<file path="src/rtl/sr_latch_ctrl.sv">
// Sequencing controller for one clocked SR latch: turns set/clear level requests
// into exclusive S/R pulses, enforces a dead gap, then verifies Q and acknowledges.
module sr_latch_ctrl #(
    parameter int PULSE_W = 2,
    parameter int GAP     = 1
) (
    input  logic clk,
    input  logic rst,
    input  logic set_req,
    input  logic clr_req,
    input  logic Q_fb,
    output logic S,
    output logic R,
    output logic ack,
    output logic busy,
    output logic err
);

    localparam int MAX_CNT = (PULSE_W > GAP) ? PULSE_W : GAP;
    localparam int CNT_W   = $clog2(MAX_CNT + 1);

    localparam logic [CNT_W-1:0] CNT_ZERO   = CNT_W'(0);
    localparam logic [CNT_W-1:0] CNT_ONE    = CNT_W'(1);
    localparam logic [CNT_W-1:0] PULSE_LAST = CNT_W'(PULSE_W - 1);
    localparam logic [CNT_W-1:0] GAP_LAST   = CNT_W'(GAP - 1);

    typedef enum logic [1:0] {
        ST_IDLE   = 2'd0,
        ST_PULSE  = 2'd1,
        ST_GAP_W  = 2'd2,
        ST_VERIFY = 2'd3
    } state_t;

    state_t           state_r;
    logic [CNT_W-1:0] cnt_r;
    logic             op_set_r;
    logic             last_set_r;
    logic             s_r;
    logic             r_r;
    logic             ack_r;
    logic             busy_r;
    logic             err_r;

    logic             accept_s;
    logic             serve_set_s;

    // Request arbitration in IDLE; a conflict serves the opposite of the last operation
    always_comb begin
        accept_s    = 1'b0;
        serve_set_s = 1'b0;
        if (set_req && clr_req) begin
            accept_s    = 1'b1;
            serve_set_s = ~last_set_r;
        end else if (set_req) begin
            accept_s    = 1'b1;
            serve_set_s = 1'b1;
        end else if (clr_req) begin
            accept_s    = 1'b1;
            serve_set_s = 1'b0;
        end else begin
            accept_s    = 1'b0;
            serve_set_s = 1'b0;
        end
    end

    // Sequencer FSM with registered drives; S and R come from one op bit so they never overlap
    always_ff @(posedge clk) begin
        if (rst) begin
            state_r    <= ST_IDLE;
            cnt_r      <= CNT_ZERO;
            op_set_r   <= 1'b0;
            last_set_r <= 1'b0;
            s_r        <= 1'b0;
            r_r        <= 1'b0;
            ack_r      <= 1'b0;
            busy_r     <= 1'b0;
            err_r      <= 1'b0;
        end else begin
            case (state_r)
                ST_IDLE: begin
                    ack_r <= 1'b0;
                    if (accept_s) begin
                        state_r    <= ST_PULSE;
                        cnt_r      <= CNT_ZERO;
                        op_set_r   <= serve_set_s;
                        last_set_r <= serve_set_s;
                        s_r        <= serve_set_s;
                        r_r        <= ~serve_set_s;
                        busy_r     <= 1'b1;
                    end else begin
                        s_r    <= 1'b0;
                        r_r    <= 1'b0;
                        busy_r <= 1'b0;
                    end
                end
                ST_PULSE: begin
                    if (cnt_r == PULSE_LAST) begin
                        state_r <= ST_GAP_W;
                        cnt_r   <= CNT_ZERO;
                        s_r     <= 1'b0;
                        r_r     <= 1'b0;
                    end else begin
                        cnt_r <= cnt_r + CNT_ONE;
                    end
                end
                ST_GAP_W: begin
                    s_r <= 1'b0;
                    r_r <= 1'b0;
                    if (cnt_r == GAP_LAST) begin
                        state_r <= ST_VERIFY;
                        cnt_r   <= CNT_ZERO;
                        ack_r   <= 1'b1;
                    end else begin
                        cnt_r <= cnt_r + CNT_ONE;
                    end
                end
                ST_VERIFY: begin
                    state_r <= ST_IDLE;
                    cnt_r   <= CNT_ZERO;
                    ack_r   <= 1'b0;
                    busy_r  <= 1'b0;
                    s_r     <= 1'b0;
                    r_r     <= 1'b0;
                    if (Q_fb != op_set_r) begin
                        err_r <= 1'b1;
                    end else begin
                        err_r <= err_r;
                    end
                end
                default: begin
                    state_r <= ST_IDLE;
                    cnt_r   <= CNT_ZERO;
                    s_r     <= 1'b0;
                    r_r     <= 1'b0;
                    ack_r   <= 1'b0;
                    busy_r  <= 1'b0;
                end
            endcase
        end
    end

    assign S    = s_r;
    assign R    = r_r;
    assign ack  = ack_r;
    assign busy = busy_r;
    assign err  = err_r;

endmodule

</file>
<file path="config.mk">
export PLATFORM = sky130hd
export DESIGN_NAME = sr_latch_ctrl
export DESIGN_NICKNAME = d
export VERILOG_FILES = /design/src/rtl/sr_latch_ctrl.sv
export SDC_FILE = /design/constraint.sdc
export NUM_CORES = 1
export LEC_CHECK = 0
export BUFFER_PORTS_ARGS = -buffer_cell sky130_fd_sc_hd__buf_2
export CAP_MARGIN = 25
export CORE_UTILIZATION = 34
export CTS_BUF_LIST = sky130_fd_sc_hd__clkbuf_2 sky130_fd_sc_hd__clkbuf_4 sky130_fd_sc_hd__clkbuf_8
export DETAILED_ROUTE_END_ITERATION = 10
export PLACE_DENSITY = 0.59
export SKIP_LAST_GASP = 1
export SLEW_MARGIN = 40
export SYNTH_ARGS = -nofsm -noshare
export SYNTH_HDL_FRONTEND = slang
export SYNTH_SLANG_ARGS = --single-unit
export TNS_END_PERCENT = 5
</file>
<file path="constraint.sdc">
create_clock -name clk -period 1.7 [get_ports clk]
set_input_delay 0.17 -clock clk [delete_from_list [all_inputs] [get_ports clk]]
set_output_delay 0.17 -clock clk [all_outputs]
set_load 0.02 [all_outputs]
</file>
==> results.tsv <==
metric	value	unit
dpl cell area	622	µm²
R2R depth	5	
# hold bufs at CTS	0	
routability cong.	0.796	
Max-Slew Margin vs Limit	68.6	%
critical path startpoint category	flop	
Layout area overhead	17.4	%
largest net degree at the start of global routing	12	
ANT cells	0	
Synth Instances	62	
final setup vio count	0	
synth top area cells	dfxtp_1 36%, ha_1 18%, a21oi_1 6.3%	
DRC violations left	0	
CP max-delay cell	nor3b_1	
Reg-to-Reg End	state_r[1]	
post-DR vias/cell	5.20	
maximum buffer depth of the clock tree	2	
cell leakage power	0.283	nW
Synth Flop Type	dfxtp_1	
clock transition at the registers of the reported paths	0.07	ns
Finished Cell Area	658	µm²
post-synthesis sequential area ratio	35.7	%
Mapped Area	561	µm²
setup slack, reg-to-reg	0.27	ns
total of max-cap violations	0	
initial DRC count	9	
Final min period	1.43	ns
CP peak stage delay	0.43	ns
fmax	697	MHz
CTS Root Cell	clkbuf_4	
family with the most delay on the worst path	simple AND/OR/NAND/NOR gates	
Placed Instances	86	
top post-synthesis cells by count	10 x dfxtp_1, 8 x ha_1, 7 x a21oi_1	
worst skew pair latency	0.27	ns
Yosys top cell area share	35.7	%
number of synthesized flops with an enable pin	0	
worst path bufs/invs	1	
syn nets	75	
CORE AREA	0.00152	mm²
vias in the first global route	413	
Tcrit/Tclk final	84.3	%
DIE WIDTH	42.6	µm
HPWL Detailed	818	µm
kind of critical path	reg2reg	
total die area	0.00182	mm²
Max H-tree Level	1	
CP max FO	4	
final core utilization	43.2	%
fraction of layout cells with a size suffix above 1	20.3	%
Port Buf Inserts	9	
clock sinks	10	
final slew viol count	0	
first-pass detailed-route iteration total	4	
Die Span Y	42.6	µm
area of the multi-input gates	338	µm²
CTS Buf Count	3	
RR Startpoint	state_r[0]	
Synth area leader	dfxtp_1	
pwr/cell area	1630	mW/mm²
distinct cell type count after synthesis	26	
Post-Layout Cell Count	90	
maximum vdd drop	1.01	mV
yosys warns	0	
initial antenna violation count	0	
status	finished, final reports clean	
DRT Wirelength	1100	µm
Critical Path RT	1.90	ns
worst-path cell chain	inv_1, ha_1, nor3b_1, o31ai_1, a21oi_1	
antenna viol nets, final	0	
path length in cells of the critical path	5	
Nets	88	
Hold WC Path Type	in2reg	
GRT overflow	0	
CTS tree	yes	
GRT Util Overall	14.3	%
Setup Skew	0.00117	ns
Worst setup startpoint	state_r[0]	
total number of vias	468	
routed len/inst	12.2	µm
post-cts resize count	0	
setup TNS	0	ns
# Post-CTS Setup Buffers	0	
first-pass GRT wire length	1880	µm
RSZ-0062 raised after global routing	false	
register area	200	µm²
row cnt	14	
measured slew at the worst slew-check pin	0.471	ns
Setup crit end	state_r[1]	
Post-synth ARST share	0	%
Mean Syn Cell Area	9.04	µm²
Fill cells	162	
critical path capture point type	flop	
Final Hold Fails	0	
Worst EP arrival	1.64	ns
Synth Register Bits	10	
top-count cell post-synth	dfxtp_1	
I/O pins	10	
Initial Util	36.8	%
==> flip-flops by register name, summed over array words and instances, names as in the netlist <==
name	cells
ack	1
cnt_r	2
S	1
busy	1
state_r	2
R	1
err	1
last_set_r	1
==> kinds of logic (layout without fill, tap and decap cells) <==
family | count (synthesis) | count (layout) | share of synthesized area [%]
compound gates | 17 | 17 | 21.2
xor+xnor | 1 | 1 | 1.56
fa+ha+maj | 8 | 8 | 17.9
buf+inv | 6 | 18 | 4.02
flops | 10 | 10 | 35.7
simple gates | 20 | 20 | 19.6
==> worst reg2reg max path, cell delays in order (launching register included) <==
cell	delay [ns]
dfxtp_1	0.34
inv_1	0.11
ha_1	0.20
nor3b_1	0.43
o31ai_1	0.15
a21oi_1	0.15
==> how the worst min path moves through the flow <==
stage	from	to	slack, ns	depth (start not counted)
5_1_grt	clr_req	last_set_r	0.20	2
3_5_place_dp	R	R	0.45	2
2_1_floorplan	clr_req	last_set_r	0.29	1
6_report	clr_req	last_set_r	0.19	2
3_3_place_gp	S	S	0.44	2
4_1_cts	clr_req	last_set_r	0.17	2
==> stage by stage <==
| stage | hold WS, ns | worst slack (ns) | power (mW) |
|---|---|---|---|
| final | 0.188 | 0.266 | 1.07 |
| after global routing | 0.199 | 0.124 | 1.17 |
| after CTS | 0.173 | 0.272 | 1.09 |
| after detailed placement | 0.447 | 0.315 | 0.861 |
| after global placement | 0.437 | 0.322 | 0.864 |
| after floorplan | 0.286 | 0.384 | 0.736 |
==> metal layers <==
layer / track usage [%] / up-vias / wire length [µm]
li1: - / 247 / -
met1: 19.1 / 211 / 587
met2: 19.1 / 8 / 449
met3: 7.76 / 2 / 48
met4: 5.63 / 0 / 14
met5: 0 / - / 0
==> where the power goes <==
part / internal [mW] / switching (mW)
Combinational: 0.210 / 0.300
Clock: 0.130 / 0.0847
Sequential: 0.300 / 0.0493
==> placed cells by master (no fill, tap or decap) <==
cell type   n
dfxtp_1    10
clkbuf_8    1
a22oi_1     2
or3b_4      1
a22o_1      1
nor2_1      3
o21ai_0     1
buf_2       9
a31oi_1     1
a311oi_1    1
nand3_1     1
nor4_1      1
nor2b_1     2
xor2_1      1
a21oi_1     7
clkbuf_4    3
nor3b_1     1
nand2b_1    2
o32ai_2     1
o2111ai_1   1
nand4_1     2
inv_1       5
a21o_1      1
nor3_1      1
ha_1        8
o31ai_1     1
nand3b_1    1
nand2_1     5
==> final cells by class <==
cell class / instances / area share [%]
inverters: 5 / 2.85
well taps: 16 / 3.04
repair buffers: 9 / 6.84
clock buffers: 4 / 5.51
flip-flops and latches: 10 / 30.4
multi-input cells: 46 / 51.3
(Power assumes the default switching activity.)
